<file path="src/rtl/ssram_stream_reader_pkg.sv">
// Shared definitions for the ramDma SSRAM block movers: FSM encoding and
// address-width derivation used by both the stream reader and the bus-side writer.
package ssram_stream_reader_pkg;

  typedef enum logic [1:0] {
    ST_IDLE  = 2'd0,
    ST_FETCH = 2'd1,
    ST_DRAIN = 2'd2,
    ST_DONE  = 2'd3
  } state_t;

  localparam int unsigned DEFAULT_WIDTH   = 32;
  localparam int unsigned DEFAULT_ENTRIES = 512;

  function automatic int unsigned addr_width(input int unsigned entries);
    return (entries > 1) ? $clog2(entries) : 1;
  endfunction

endpackage

</file>
<file path="src/rtl/ssram_skid_fifo.sv">
// Two-entry synchronous FIFO with registered head, occupancy count,
// simultaneous push/pop and synchronous clear.
module ssram_skid_fifo #(
  parameter int unsigned WIDTH = 32
) (
  input  logic             clock,
  input  logic             reset,
  input  logic             clear,
  input  logic             push,
  input  logic [WIDTH-1:0] push_data,
  input  logic             pop,
  output logic [WIDTH-1:0] head_data,
  output logic             head_valid,
  output logic [1:0]       count
);

  logic [WIDTH-1:0] tail_data;
  logic             do_pop;
  logic [1:0]       count_next;

  assign do_pop = pop && head_valid;

  always_comb begin
    count_next = count;
    case ({push, do_pop})
      2'b10:   count_next = 2'(count + 2'd1);
      2'b01:   count_next = 2'(count - 2'd1);
      default: count_next = count;
    endcase
  end

  // Entry 0 is always the head so the stream output comes straight from a flop.
  always_ff @(posedge clock) begin
    if (reset || clear) begin
      head_data  <= '0;
      tail_data  <= '0;
      count      <= 2'd0;
      head_valid <= 1'b0;
    end else begin
      count      <= count_next;
      head_valid <= (count_next != 2'd0);
      case ({push, do_pop})
        2'b10: begin
          if (count == 2'd0) head_data <= push_data;
          else               tail_data <= push_data;
        end
        2'b01: head_data <= tail_data;
        2'b11: begin
          if (count == 2'd2) begin
            head_data <= tail_data;
            tail_data <= push_data;
          end else begin
            head_data <= push_data;
          end
        end
        default: ;
      endcase
    end
  end

endmodule

</file>
<file path="src/rtl/ssram_stream_reader.sv">
// Read-side DMA engine: streams a block of consecutive SSRAM words out on a
// valid/ready interface, keeping at most two words buffered or in flight.
module ssram_stream_reader
  import ssram_stream_reader_pkg::*;
#(
  parameter int unsigned bitwidth    = DEFAULT_WIDTH,
  parameter int unsigned nrOfEntries = DEFAULT_ENTRIES,
  localparam int unsigned AW         = addr_width(nrOfEntries)
) (
  input  logic                clock,
  input  logic                reset,
  input  logic                start,
  input  logic [AW-1:0]       startAddress,
  input  logic [AW:0]         blockSize,
  output logic                busy,
  output logic                done,
  output logic [AW-1:0]       ramAddress,
  output logic                ramWriteEnable,
  input  logic [bitwidth-1:0] ramDataIn,
  output logic [bitwidth-1:0] dataOut,
  output logic                dataValid,
  input  logic                dataReady
);

  localparam int unsigned CW = AW + 1;

  state_t        state, state_next;
  logic [CW-1:0] issue_cnt;
  logic [CW-1:0] xfer_cnt;
  logic          in_flight;
  logic [1:0]    buf_count;
  logic [1:0]    occ_next;
  logic          accept;
  logic          issue;
  logic          pop;
  logic [AW-1:0] addr_inc;

  assign ramWriteEnable = 1'b0;

  assign pop      = dataValid && dataReady;
  assign addr_inc = (ramAddress == AW'(nrOfEntries - 1)) ? '0 : AW'(ramAddress + AW'(1));

  always_comb begin
    state_next = state;
    accept     = 1'b0;
    issue      = 1'b0;
    // Occupancy after this edge, before counting a read issued now.
    occ_next   = 2'(buf_count + {1'b0, in_flight} - {1'b0, pop});
    case (state)
      ST_IDLE: begin
        if (start) begin
          accept     = 1'b1;
          state_next = (blockSize == '0) ? ST_DONE : ST_FETCH;
        end
      end
      ST_FETCH: begin
        issue = (occ_next < 2'd2) && (issue_cnt != '0);
        if (issue && (issue_cnt == CW'(1))) state_next = ST_DRAIN;
      end
      ST_DRAIN: begin
        if (pop && (xfer_cnt == CW'(1))) state_next = ST_DONE;
      end
      ST_DONE: state_next = ST_IDLE;
      default: state_next = ST_IDLE;
    endcase
  end

  always_ff @(posedge clock) begin
    if (reset) state <= ST_IDLE;
    else       state <= state_next;
  end

  // Address and counters; ramAddress keeps the last issued address once the block is issued.
  always_ff @(posedge clock) begin
    if (reset) begin
      ramAddress <= '0;
      issue_cnt  <= '0;
      xfer_cnt   <= '0;
      in_flight  <= 1'b0;
      busy       <= 1'b0;
      done       <= 1'b0;
    end else begin
      in_flight <= issue;
      busy      <= (state_next == ST_FETCH) || (state_next == ST_DRAIN);
      done      <= (state_next == ST_DONE);
      if (accept) begin
        ramAddress <= startAddress;
        issue_cnt  <= blockSize;
        xfer_cnt   <= blockSize;
      end else begin
        if (issue) begin
          issue_cnt <= CW'(issue_cnt - CW'(1));
          if (issue_cnt != CW'(1)) ramAddress <= addr_inc;
        end
        if (pop && (xfer_cnt != '0)) xfer_cnt <= CW'(xfer_cnt - CW'(1));
      end
    end
  end

  ssram_skid_fifo #(
    .WIDTH(bitwidth)
  ) u_fifo (
    .clock      (clock),
    .reset      (reset),
    .clear      (accept),
    .push       (in_flight),
    .push_data  (ramDataIn),
    .pop        (dataReady),
    .head_data  (dataOut),
    .head_valid (dataValid),
    .count      (buf_count)
  );

endmodule

</file>
<file path="config.mk">
export PLATFORM = sky130hd
export DESIGN_NAME = ssram_stream_reader
export DESIGN_NICKNAME = d
export VERILOG_FILES = /design/src/rtl/ssram_stream_reader_pkg.sv /design/src/rtl/ssram_skid_fifo.sv /design/src/rtl/ssram_stream_reader.sv
export SDC_FILE = /design/constraint.sdc
export NUM_CORES = 1
export LEC_CHECK = 0
export ABC_AREA = 1
export BUFFER_PORTS_ARGS = -buffer_cell sky130_fd_sc_hd__buf_2
export CAP_MARGIN = 25
export CORE_ASPECT_RATIO = 0.9
export CORE_MARGIN = 2
export CORE_UTILIZATION = 55
export DETAILED_ROUTE_END_ITERATION = 16
export PLACE_DENSITY_LB_ADDON = 0.25
export SLEW_MARGIN = 5
export SYNTH_ARGS = -nofsm -noshare
export SYNTH_HDL_FRONTEND = slang
export SYNTH_HIERARCHICAL = 1
export SYNTH_SLANG_ARGS = --single-unit
</file>
<file path="constraint.sdc">
create_clock -name clock -period 2.2 [get_ports clock]
set_input_delay 0.33 -clock clock [delete_from_list [all_inputs] [get_ports clock]]
set_output_delay 0.33 -clock clock [all_outputs]
set_load 0.02 [all_outputs]
</file>
==> impl.org, run 1 <==
** Run status
- The flow ran to the end, and the final reports show no timing, DRC or antenna violations.

** Drt
- In this run, the number of DRC markers left after iteration 0 of detailed routing was 349.
- In the routed layout, each cell is associated on average with a via count of 4.98.
- # DRC :: 0
- The first TritonRoute pass finished after 5 iterations.
- Routed length per instance :: 11.6 µm
- Summed over all layers, the routed wires come to 13,800 µm.
- The routed layout has 5,937 vias.
- Once detail routing completed, the nets flagged for antenna violations numbered 0.

** Synthesis
- Synthesized instance count :: 977
- Counting instances in the post-synthesis netlist gives the leading cell types as sky130_fd_sc_hd__nand2_1 (248), sky130_fd_sc_hd__nand3_1 (173), sky130_fd_sc_hd__inv_1 (161).
- Dominant register cell in the synthesized netlist :: sky130_fd_sc_hd__dfxtp_1
- Yosys reg bits :: 101
- Seq/Total Area, Yosys :: 33.4%
- The synthesized netlist occupies a cell area of 6050 µm².
- Top cells by area, synth :: sky130_fd_sc_hd__dfxtp_1 (33%), sky130_fd_sc_hd__nand2_1 (15%), sky130_fd_sc_hd__nand3_1 (14%)
- Number of flops mapped to enable cells by yosys :: 0
- Average instance area after synthesis :: 6.19 µm²
- After synthesis, the share of flip-flops with an asynchronous set or reset is 0%.
- Share of the synthesized area in the top cell type :: 33.4%
- Number of nets produced by synthesis :: 1,044
- Summed over all instances, the cell type with the most area after synthesis is sky130_fd_sc_hd__dfxtp_1.
- Ys Warns :: 6
- The synthesized netlist contains 35 unique library cells.
- By instance count, the leading cell after synthesis is sky130_fd_sc_hd__nand2_1.

** Clocking
- Number of buffers added by the clock tree synthesis step :: 9
- Setup Buffers After CTS :: 0
- Resized cells post-CTS :: 0
- Number of levels the H-tree was split into :: 3
- The clock passes through at most 2 buffers.
- Clock Latency Late Sink :: 0.37 ns
- TritonCTS clock tree :: yes
- Clock edge transition at the registers on the reported setup and hold paths :: 0.08 ns
- Cts-stage hold buffer count :: 0
- Sinks on Clock Net :: 101
- In this run the clock root is driven by a sky130_fd_sc_hd__clkbuf_16.

** Die
- Core area :: 10,800 µm²
- Initial Utilization :: 56.2%
- The die is 103 µm tall.
- The floorplan has 36 rows.
- 100 I/O pins were placed.
- The die is 115 µm wide.
- The die covers 11,900 µm².

** Cells and area
- Multi-input combinational cell area :: 3030 µm²
- After filler insertion, the fill cell instance count of the layout stands at 1,061.
- Area of all sequential standard cells :: 2020 µm²
- Compared with the post-synthesis result, the final layout area differs by 14.4%.
- 0 antenna diodes ended up in the layout.
- Final net count :: 1,120
- Of the cells placed in the final design, the portion with a size suffix greater than 1 is 14.6%.

** Power
- Portion of total power attributed to sequential cells :: 38.4%
- P_leak :: 3.80 nW
- Sw frac :: 35.0%
- Of the total power, combinational logic draws 30.2%.
- Power per standard cell area :: 814 nW/µm²
- Int Power :: 3.66 mW
- Clock power share :: 31.3%
- Switching Power :: 1.97 mW
- Largest vdd supply drop :: 575 µV
- Post-route total power :: 5.63 mW

** STA
- Endpoints failing setup :: 0
- Remaining max-slew budget at the tightest pin :: 65.7%
- The clock arrives with 0.00900 ns of skew.
- Final Max Tran Viols :: 0
- Max frequency :: 523 MHz
- Final period demand of the worst path :: 1.91 ns
- Worst-Margin Slew :: 0.513 ns
- Post-route fraction of the period consumed by the critical path :: 86.9%
- The number of hold violations in the final report came to 0.
- Unrepaired setup endpoints after global routing :: no
- Final-layout setup total negative slack :: 0 ns

** Setup path
- STA classifies the critical path startpoint as a flip-flop.
- STA puts the critical path data required time at 2.46 ns.
- The worst register-to-register path has a depth of 12.
- Cell type group with the largest total delay on the critical path :: simple AND/OR/NAND/NOR gates
- Slowest-stage cell, CP :: sky130_fd_sc_hd__dfxtp_1
- The number of buffers and inverters on the critical path is 2.
- In this run the worst path has a maximum fanout of 4.
- In this design, the critical path's most frequently occurring cell is sky130_fd_sc_hd__nand2_1.
- The worst setup path is captured at a flip-flop.
- Biggest cell delay along the critical path :: 0.35 ns
- Worst Path Arrival :: 2.17 ns
- Critical-path cell list :: nand2_1, inv_1, ha_1, nor2_1, nand3_1, nand2_1, nand3_1, nand2_1, nand2_1, ha_1, inv_1, nor2_1
- Crit Path Category :: flip-flop to flip-flop
- Stages on worst setup path :: 12

** Global routing
- For this run, global-route usage on met3 was measured as 6.53%.
- Global route overflow :: 0
- The first global-routing pass estimated 22,700 µm of wire.
- Vias in the first global route :: 4,886
- Aggregate global-route resource usage :: 23.8%
- met2 is the most crowded layer.
- M1 GR Usage :: 32.8%
- The initial antenna violation count is 0.
- Global routing used 37.6% of the available met2 tracks.
- Entering global routing, the biggest net connects 67 pins.

** Hold path
- The tightest min-delay check is of the input port to flip-flop type.
- Counting instances, the worst hold path has a depth of 5.

** Placement
- The HPWL after detailed placement is 9420 µm.
- Routability-driven placement finished with a final weighted congestion of 0.839.
- # port buffers :: 98

** Job
- Max Cap Violations :: 0
==> logic make-up after synthesis <==
group	share of synthesized area (%)
adders and majority gates	2.48
buffers and inverters	16.8
DFF	33.4
AOI/OAI and AO/OA	7.43
and+or+nand+nor	38.5
other	0.0620
xor gates and xnor gates	1.30
==> through the flow <==
stage               cell area [µm²]  hold WS, ns  worst slack (ns)  util, %  cells
global route                   6920        0.246            0.0694     64.3   1191
CTS                            6920        0.245             0.301     64.3   1191
detailed placement             6590        0.471             0.213     61.2   1175
global placement               6590        0.460             0.277     61.2   1175
floorplan                      6050        0.403             0.345        -    977
finish                         6920        0.256             0.288     64.3   1191
==> layer usage <==
metal  wire (µm)  share of wire (%)  vias up
met4         152                1.1        0
li1            -                  -     3165
met5           0                  0        -
met2        6170                 45      157
met1        6590                 48     2602
met3         883                6.4       13
==> worst reg2reg max path: stages (launching register included) <==
cell and delay (ns):
sky130_fd_sc_hd__dfxtp_1 0.35, sky130_fd_sc_hd__nand2_1 0.10, sky130_fd_sc_hd__inv_1 0.15, sky130_fd_sc_hd__ha_1 0.27, sky130_fd_sc_hd__nor2_1 0.10, sky130_fd_sc_hd__nand3_1 0.07, sky130_fd_sc_hd__nand2_1 0.16, sky130_fd_sc_hd__nand3_1 0.11
sky130_fd_sc_hd__nand2_1 0.08, sky130_fd_sc_hd__nand2_1 0.06, sky130_fd_sc_hd__ha_1 0.28, sky130_fd_sc_hd__inv_1 0.06, sky130_fd_sc_hd__nor2_1 0.03
==> power by group through the flow <==
| stage | Sequential (mW) | Combinational, mW | Clock [mW] |
|---|---|---|---|
| CTS | 2.16 | 1.70 | 1.80 |
| global placement | 2.20 | 1.68 | 0 |
| floorplan | 2.28 | 1.23 | 0 |
| detailed placement | 2.20 | 1.69 | 0 |
| finish | 2.16 | 1.70 | 1.76 |
| global route | 2.19 | 1.93 | 1.86 |
==> final cells by class <==
cell class / count / share of cell area [%]
Sequential cell: 101 / 29.2
Inverter: 181 / 9.82
Clock inverter: 7 / 1.50
Multi-Input combinational cell: 643 / 43.7
Timing Repair Buffer: 117 / 10.1
Clock buffer: 9 / 3.25
Tap cell: 133 / 2.41
==> path summary, 6_finish.rpt <==
| check | start | to | slack, ns |
|---|---|---|---|
| hold reg to reg | u_fifo/tail_data[22]$_SDFFE_PP0P_ | u_fifo/tail_data[22]$_SDFFE_PP0P_ | 0.49 |
| hold / removal | ramDataIn[13] | u_fifo/head_data[13]$_SDFFE_PP0P_ | 0.26 |
| setup / recovery | u_fifo/head_valid$_SDFF_PP0_ | busy$_SDFF_PP0_ | 0.29 |
| setup reg to reg | u_fifo/head_valid$_SDFF_PP0_ | busy$_SDFF_PP0_ | 0.29 |
==> sequential cells by signal (all words and copies together), names as in the netlist <==
name,count
busy,1
done,1
in_flight,1
issue_cnt,10
ramAddress,9
state,2
u_fifo/count,2
u_fifo/head_data,32
u_fifo/head_valid,1
u_fifo/tail_data,32
xfer_cnt,10
==> layout by cell type (no fill, tap or decap), types with 4 or more instances in the layout <==
| cell | n |
|---|---|
| sky130_fd_sc_hd__inv_2 | 4 |
| sky130_fd_sc_hd__a21oi_1 | 57 |
| sky130_fd_sc_hd__inv_1 | 161 |
| sky130_fd_sc_hd__ha_1 | 12 |
| sky130_fd_sc_hd__buf_2 | 98 |
| sky130_fd_sc_hd__nand2_1 | 248 |
| sky130_fd_sc_hd__nand4_1 | 6 |
| sky130_fd_sc_hd__nor2_1 | 87 |
| sky130_fd_sc_hd__nand3_1 | 173 |
| sky130_fd_sc_hd__dfxtp_1 | 101 |
| sky130_fd_sc_hd__buf_12 | 5 |
| sky130_fd_sc_hd__xor2_1 | 7 |
| sky130_fd_sc_hd__clkinv_1 | 16 |
| sky130_fd_sc_hd__o21ai_0 | 16 |
| sky130_fd_sc_hd__nand2_2 | 7 |
| sky130_fd_sc_hd__clkbuf_16 | 9 |
| sky130_fd_sc_hd__buf_4 | 14 |
(Power assumes the default switching activity.)
==> run 2: changes to the inputs <==
Settings changed: ABC_AREA 1 to unset, ABC_CLOCK_PERIOD_IN_PS set to 2200, SLEW_MARGIN 5 to unset.
==> impl.org, run 2 <==
** Placement
- Cell area after placement :: 6130 µm²
- The congestion estimate from routability-driven global placement came to 0.916.
- The number of placed instances, taps included, is 824.
- The HPWL after detailed placement is 10,300 µm.
- Input and output buffers added on the ports amount to 98.

** Clocking
- Number of levels the H-tree was split into :: 3
- The clock net in this run drives a total of 101 sinks.
- Clock edge transition at the registers on the reported setup and hold paths :: 0.10 ns
- Counting the buffers created by CTS gives 9.
- Clk Tree Root Cell :: sky130_fd_sc_hd__clkbuf_8
- Clock Latency Late Sink :: 0.37 ns
- No sink is reached through more buffers than the 2 on the longest clock path.
- TritonCTS clock tree :: yes

** STA
- The number of max-slew violations in the final report came to 0.
- Worst-Margin Slew :: 0.721 ns
- Setup violations remaining at the end of the flow were counted as 0.
- Max frequency :: 471 MHz
- For the finished layout, the period the worst path requires is 2.12 ns.
- The number of hold violations in the final report is 0.
- Setup repair after global routing left no endpoint under its margin.
- Dividing the final minimum period by the clock period gives 96.6%.
- Across the routed clock network, the largest skew measured is 0.0110 ns.
- Headroom to the max-slew limit came out at 51.9%.

** Setup path
- STA puts the critical path data required time at 2.50 ns.
- The worst setup path is captured at a flip-flop.
- The worst setup path is of the flip-flop to flip-flop kind.
- FF-to-FF path depth :: 8
- Critical-path cell list :: and2_1, ha_1, and2b_2, xor2_2, nand2_2, buf_4, or4_1, a31oi_1
- The largest individual stage delay along the critical path comes from the cell sky130_fd_sc_hd__or4_1.
- The number of buffers and inverters on the critical path is 1.
- Worst Path Arrival :: 2.42 ns
- Along the worst path, the maximum fanout reaches 4.
- The critical path runs through a total of 8 cells.
- Broken down by cell family, the worst path's largest delay share belongs to simple AND/OR/NAND/NOR gates.
- Biggest cell delay along the critical path :: 0.51 ns
- The worst setup path is launched from a flip-flop.

** Power
- Comb power frac :: 25.6%
- The internal power of the cells totals 2.96 mW.
- P_leak :: 2.53 nW
- Clock power share :: 27.9%
- Power spread over the standard cell area amounts to 695 nW/µm².
- Post-route total power :: 4.43 mW
- Largest vdd supply drop :: 418 µV
- Net switching is 33.2% of the power.
- For this design the total switching power over the nets is 1.47 mW.
- Portion of total power attributed to sequential cells :: 46.5%

** Die
- Initial Utilization :: 56.8%
- The floorplan step set the die width to 109 µm.
- Die H :: 98.9 µm
- Core area :: 9700 µm²
- Area enclosed by the die boundary :: 10,800 µm²
- Count of standard-cell rows :: 34
- 100 I/O pins were placed.

** Synthesis
- The Yosys step of the flow raised 6 warnings.
- Dominant register cell in the synthesized netlist :: sky130_fd_sc_hd__dfxtp_1
- For this run, asynchronously set or reset flops after synthesis account for 0%.
- Synthesis inferred 101 register bits.
- Of all cell types, the one taking the most synthesized area is sky130_fd_sc_hd__dfxtp_1.
- Yosys mapped a number of flops with a built-in enable equal to 0.
- Among all cell types in the netlist, the one instantiated most often is sky130_fd_sc_hd__dfxtp_1.
- Seq/Total Area, Yosys :: 36.7%
- Average instance area after synthesis :: 8.79 µm²
- By count the netlist is led by sky130_fd_sc_hd__dfxtp_1 (101), sky130_fd_sc_hd__o31ai_1 (65), sky130_fd_sc_hd__nand3_1 (49).
- Ranked by total cell area, the synthesized netlist is headed by sky130_fd_sc_hd__dfxtp_1 (37%), sky130_fd_sc_hd__o31ai_1 (8.9%), sky130_fd_sc_hd__a31oi_2 (6.8%).
- Counting every net in the synthesized netlist gives 693.
- The synthesized netlist contains 64 unique library cells.
- After synthesis, the largest area contributor takes up 36.7% of total cell area.
- Synthesis handed over a netlist of 626 instances.
- In this run the cell area of the synthesized design comes to 5510 µm².

** Drt
- The final route contains 5,389 vias.
- Final antenna-violating net count :: 0
- Drt first pass iters :: 5
- # DRC :: 0
- Post-DR vias/cell :: 6.39
- Routed length per instance :: 18.4 µm
- The final layout contains routed wiring with a total length of 15,500 µm.
- DR iter-0 viols :: 553

** Global routing
- The initial antenna violation count is 0.
- Maximum number of pins on one net before global-route repair :: 33
- The first global-routing pass estimated 25,200 µm of wire.
- Global routing finished with a remaining overflow of 0.
- Aggregate global-route resource usage :: 28.9%
- The via count of the first global-routing pass was 5,213.

** Cells and area
- The largest registers in the layout are u_fifo/head_data x32, u_fifo/tail_data x32.
- Leaving out fill and tap cells, the most frequent cell in the layout is sky130_fd_sc_hd__dfxtp_1.
- The area growth from synthesis to layout is 15.9%.
- Highest-count cells in the layout ignoring fill and taps :: sky130_fd_sc_hd__dfxtp_1 (99), sky130_fd_sc_hd__buf_2 (98), sky130_fd_sc_hd__o31ai_1 (65)
- The layout has 803 filler cells.
- Cell area after layout :: 6380 µm²
- Diodes inserted :: 0
- Fraction of final layout cells sized beyond drive strength 1 :: 31.9%
- At the end of the flow, the number of nets in the layout was 779.
- The count of cells in the finished layout, fillers not included, comes to 843.

** Hold path
- Worst Hold Path Cells :: 3
- Worst min-delay path category :: input port to flip-flop

** Job
- Across the run, the number of max-cap violations was 0.

** Run status
- Run status :: finished clean
==> run 2: cell count changes after synthesis, sizes merged, moves of 16 or more <==
cell,change
nand2,-241
inv,-154
nand3,-127
o31ai,+66
nor2,-59
a31oi,+39
clkbuf,+32
nand4,+27
o21ai,+19
buf,-17
a211oi,+16
clkinv,-16
==> run 2: layout make-up <==
type	instances	area, µm²	share of cell area, %
clock buffers	10	138	2.16
flip-flops and latches	101	2020	31.7
well taps	126	158	2.47
repair buffers	144	848	13.3
clock inverters	6	70.1	1.10
multi-input cells	445	3100	48.6
inverters	11	41.3	0.647
==> run 2: worst reg2reg max path, stage by stage (launching register included) <==
cell and delay [ns]:
sky130_fd_sc_hd__dfxtp_2 0.33, sky130_fd_sc_hd__and2_1 0.16, sky130_fd_sc_hd__ha_1 0.26, sky130_fd_sc_hd__and2b_2 0.24, sky130_fd_sc_hd__xor2_2 0.17, sky130_fd_sc_hd__nand2_2 0.08
sky130_fd_sc_hd__buf_4 0.16, sky130_fd_sc_hd__or4_1 0.51, sky130_fd_sc_hd__a31oi_1 0.14
==> run 2: what timing repair did <==
item	CTS	global route
setup endpoints to repair	0	36
buffers inserted	0	3
gates resized for setup	0	7
hold buffers	0	0
==> run 2: path summary, 6_finish.rpt <==
path / slack [ns] / end / startpoint
worst max-delay path: 0.08 / issue_cnt[4]$_SDFFE_PP0P_ / u_fifo/head_valid$_SDFF_PP0_
worst max register to register: 0.08 / issue_cnt[4]$_SDFFE_PP0P_ / u_fifo/head_valid$_SDFF_PP0_
worst min register to register: 0.48 / u_fifo/tail_data[31]$_SDFFE_PP0P_ / u_fifo/tail_data[31]$_SDFFE_PP0P_
worst min-delay path: 0.21 / u_fifo/tail_data[19]$_SDFFE_PP0P_ / ramDataIn[19]
==> run 2: power by group through the flow <==
stage               registers (mW)  clock network, mW  logic, mW
floorplan                     2.16                  0      0.707
global placement              2.09                  0       1.07
detailed placement            2.10                  0       1.10
CTS                           2.06               1.25       1.10
global route                  2.08               1.32       1.23
finish                        2.06               1.23       1.14
==> run 2: per-stage QoR <==
step	setup WS, ns	TNS, ns	hold slack (ns)	util [%]
final	0.0754	0	0.212	65.8
after global routing	0.00720	0	0.200	65.8
after CTS	0.0122	0	0.197	65.3
after detailed placement	-0.0841	-1.55	0.457	63.2
after global placement	-0.0340	-0.598	0.451	63.2
after floorplan	-0.0848	-0.0848	0.445	-
==> run 2: routing by layer <==
layer  up-vias  part of all wire, %  global-route usage (%)
met2       261                   49                    48.3
met4         0                  1.6                    9.93
met1      2568                   42                    36.6
met3        26                  7.6                    6.55
met5         -                    0                       0
li1       2534                    -                       -
==> run 2: kinds of logic after synthesis <==
logic type / Yosys count / synth area share (%)
fa+ha+maj: 12 / 2.73
mux: 3 / 0.659
buf+inv: 80 / 7.80
simple gates: 190 / 18.9
other cells: 1 / 0.0681
flops: 101 / 36.7
xor+xnor: 18 / 3.00
compound gates: 221 / 30.2
==> run 3: changes to the inputs <==
Settings changed: ABC_CLOCK_PERIOD_IN_PS 2200 to 2400.
Clock period 2.2 ns to 2.4 ns, I/O delays scaled along.
==> impl.org, run 3 (synthesis results as in run 2) <==
** Run status
- Run status :: finished clean

** Hold path
- The worst hold path begins at ramDataIn[14].
- The path class of the tightest hold or removal check is input port to flip-flop.
- The worst hold path was traced through 3 stages.

** Clocking
- Clk Tree Root Cell :: sky130_fd_sc_hd__clkbuf_8
- TritonCTS built the clock tree.
- For this design, the sink count on the clock tree is 101.
- After clock tree synthesis, the setup repair step added 0 buffers.
- The clock passes through at most 2 buffers.
- Buffers inserted during clock tree synthesis total 9.
- Number of levels the H-tree was split into :: 3
- The clock reaches the later pin of the worst-skew pair after 0.37 ns.
- Clock edge transition at the registers on the reported setup and hold paths :: 0.11 ns

** Cells and area
- Fraction of final layout cells sized beyond drive strength 1 :: 29.9%
- Compared with the post-synthesis result, the final layout area differs by 13.7%.
- Core Util, Final :: 64.6%
- Highest-count cells in the layout ignoring fill and taps :: sky130_fd_sc_hd__dfxtp_1 (101), sky130_fd_sc_hd__buf_2 (98), sky130_fd_sc_hd__o31ai_1 (65)
- In the final layout, the registers with the most flip-flops are u_fifo/head_data x32, u_fifo/tail_data x32.
- Most common library cell in the layout ignoring fill and taps :: sky130_fd_sc_hd__dfxtp_1
- In the final design database the tool counted 763 nets.
- The number of antenna diodes in the final layout is 0.

** Setup path
- Worst setup path startpoint :: issue_cnt[1]$_SDFFE_PP0P_
- The critical path is of the flip-flop to flip-flop type.
- Kind of launch point of the worst setup path :: flip-flop
- Following the worst setup path forward leads to its endpoint at issue_cnt[1]$_SDFFE_PP0P_.
- In this run the register-to-register setup slack is 0.12 ns.
- On the worst path, the slowest cell contributes a delay of 0.44 ns.
- R2R Path Start :: issue_cnt[1]$_SDFFE_PP0P_
- The worst register-to-register path ends at issue_cnt[1]$_SDFFE_PP0P_.
- Worst Path Arrival :: 2.56 ns
- Stages on worst setup path :: 7
- Crit path capture type :: flip-flop
- Together, buffers and inverters on the worst path number 1.
- FF-to-FF path depth :: 7
- Traced cell by cell, the critical path runs through inv_1, ha_1, or3b_4, or3_1, and3_2, mux2_4, o31ai_2.
- Critical Path RT :: 2.67 ns
- Maximum net fanout on the critical path :: 7
- Cell type group with the largest total delay on the critical path :: simple AND/OR/NAND/NOR gates
- The slowest stage of the critical path belongs to the cell sky130_fd_sc_hd__or3b_4.

** Power
- Combinational logic burns 24.3% of the power.
- For this design the total switching power over the nets is 1.31 mW.
- Sw frac :: 32.2%
- Int Power :: 2.75 mW
- Clock power share :: 29.3%
- Sequential cells account for 46.4% of the total power.
- VDD sags by at most 332 µV.
- P_leak :: 2.45 nW
- Power per standard cell area :: 648 nW/µm²

** Job
- Across the run, the number of max-cap violations was 0.

** Die
- The die covers 10,800 µm².
- For this configuration, the core starts out at a cell density of 56.8%.
- Die H :: 98.9 µm
- During I/O placement, the number of pins put on the boundary was 100.
- The floorplan step set the die width to 109 µm.
- Core area :: 9700 µm²
- Count of standard-cell rows :: 34

** STA
- Final-layout setup total negative slack :: 0 ns
- Final period demand of the worst path :: 2.28 ns
- Max frequency :: 438 MHz
- Remaining max-slew budget at the tightest pin :: 54.4%
- Hold violation count in the final report :: 0
- For the pin with the worst max-slew slack, the measured transition is 0.683 ns.
- Between clock sinks in the finished design, the worst skew comes to 0.0177 ns.
- Setup repair after global routing left no endpoint under its margin.
- Setup violations remaining at the end of the flow were counted as 0.
- The number of max-slew violations in the final report was 0.
- Post-route fraction of the period consumed by the critical path :: 95.2%

** Drt
- After detailed routing, the number of remaining DRC violations is 0.
- Final antenna-violating net count :: 0
- Vias after detailed routing :: 5,225
- In the final routed layout, each cell accounts on average for 17.8 µm.
- Drt first pass iters :: 5
- Using the TritonRoute via totals, the vias-per-cell ratio works out to 6.33.
- Final wirelength :: 14,700 µm
- DR iter-0 viols :: 373

** Global routing
- Entering global routing, the biggest net connects 36 pins.
- Summed over all layers, the global routing overflow is 0.
- Global-route wire length before repair :: 23,600 µm
- Aggregate global-route resource usage :: 26.9%
- Antenna violations before repair :: 0
- The via count of the first global-routing pass came to 4,842.

** Placement
- # port buffers :: 98
- Sum of net half-perimeters after detailed placement :: 10,000 µm
- Routability-driven placement finished with a final weighted congestion of 0.927.
[run 3: metrics by stage]
stage	hold WS [ns]	area, µm²	power, mW	setup slack [ns]	std cells
floorplan	0.445	5510	2.63	0.0264	626
global placement	0.451	6030	2.85	-0.00151	811
detailed placement	0.458	6030	2.88	-0.100	811
CTS	0.230	6250	4.06	0.0250	826
global route	0.230	6260	4.24	0.00917	826
finish	0.250	6260	4.06	0.116	826
[run 3: power groups by stage]
stage	sequential [mW]	clock, mW	combinational, mW
2_1_floorplan	1.98	0	0.647
3_3_place_gp	1.91	0	0.937
3_5_place_dp	1.92	0	0.965
4_1_cts	1.88	1.21	0.970
5_1_grt	1.90	1.28	1.07
6_report	1.88	1.19	0.986
[run 3: how the worst min path moves through the flow]
| stage | endpoint | slack (ns) |
|---|---|---|
| 6_report | u_fifo/tail_data[14]$_SDFFE_PP0P_ | 0.25 |
| 3_3_place_gp | u_fifo/tail_data[11]$_SDFFE_PP0P_ | 0.45 |
| 4_1_cts | u_fifo/tail_data[16]$_SDFFE_PP0P_ | 0.23 |
| 2_1_floorplan | u_fifo/tail_data[0]$_SDFFE_PP0P_ | 0.44 |
| 3_5_place_dp | u_fifo/tail_data[7]$_SDFFE_PP0P_ | 0.46 |
| 5_1_grt | u_fifo/tail_data[16]$_SDFFE_PP0P_ | 0.23 |
[run 3: metal layers]
layer / global-route usage [%] / wire (µm)
met1: 36.6 / 6570
met2: 43.6 / 7060
met3: 5.75 / 995
met4: 6.04 / 111
met5: 0 / 0
[run 3: worst register-to-register path: stages (launching register included)]
cell and delay (ns):
sky130_fd_sc_hd__dfxtp_1 0.33, sky130_fd_sc_hd__inv_1 0.10, sky130_fd_sc_hd__ha_1 0.23, sky130_fd_sc_hd__or3b_4 0.44
sky130_fd_sc_hd__or3_1 0.33, sky130_fd_sc_hd__and3_2 0.28, sky130_fd_sc_hd__mux2_4 0.32, sky130_fd_sc_hd__o31ai_2 0.17
[run 3: area by class of cell]
type,instances,area [µm²]
fillers,842,3440
multi-input cells,445,3090
flip-flops and latches,101,2020
repair buffers,128,728
well taps,126,158
clock buffers,9,124
clock inverters,6,95.1
inverters,11,41.3
[run 3: timing repair]
action	CTS	global route
endpoints found under the setup margin	0	13
resized for setup	0	4
hold buffers	0	0
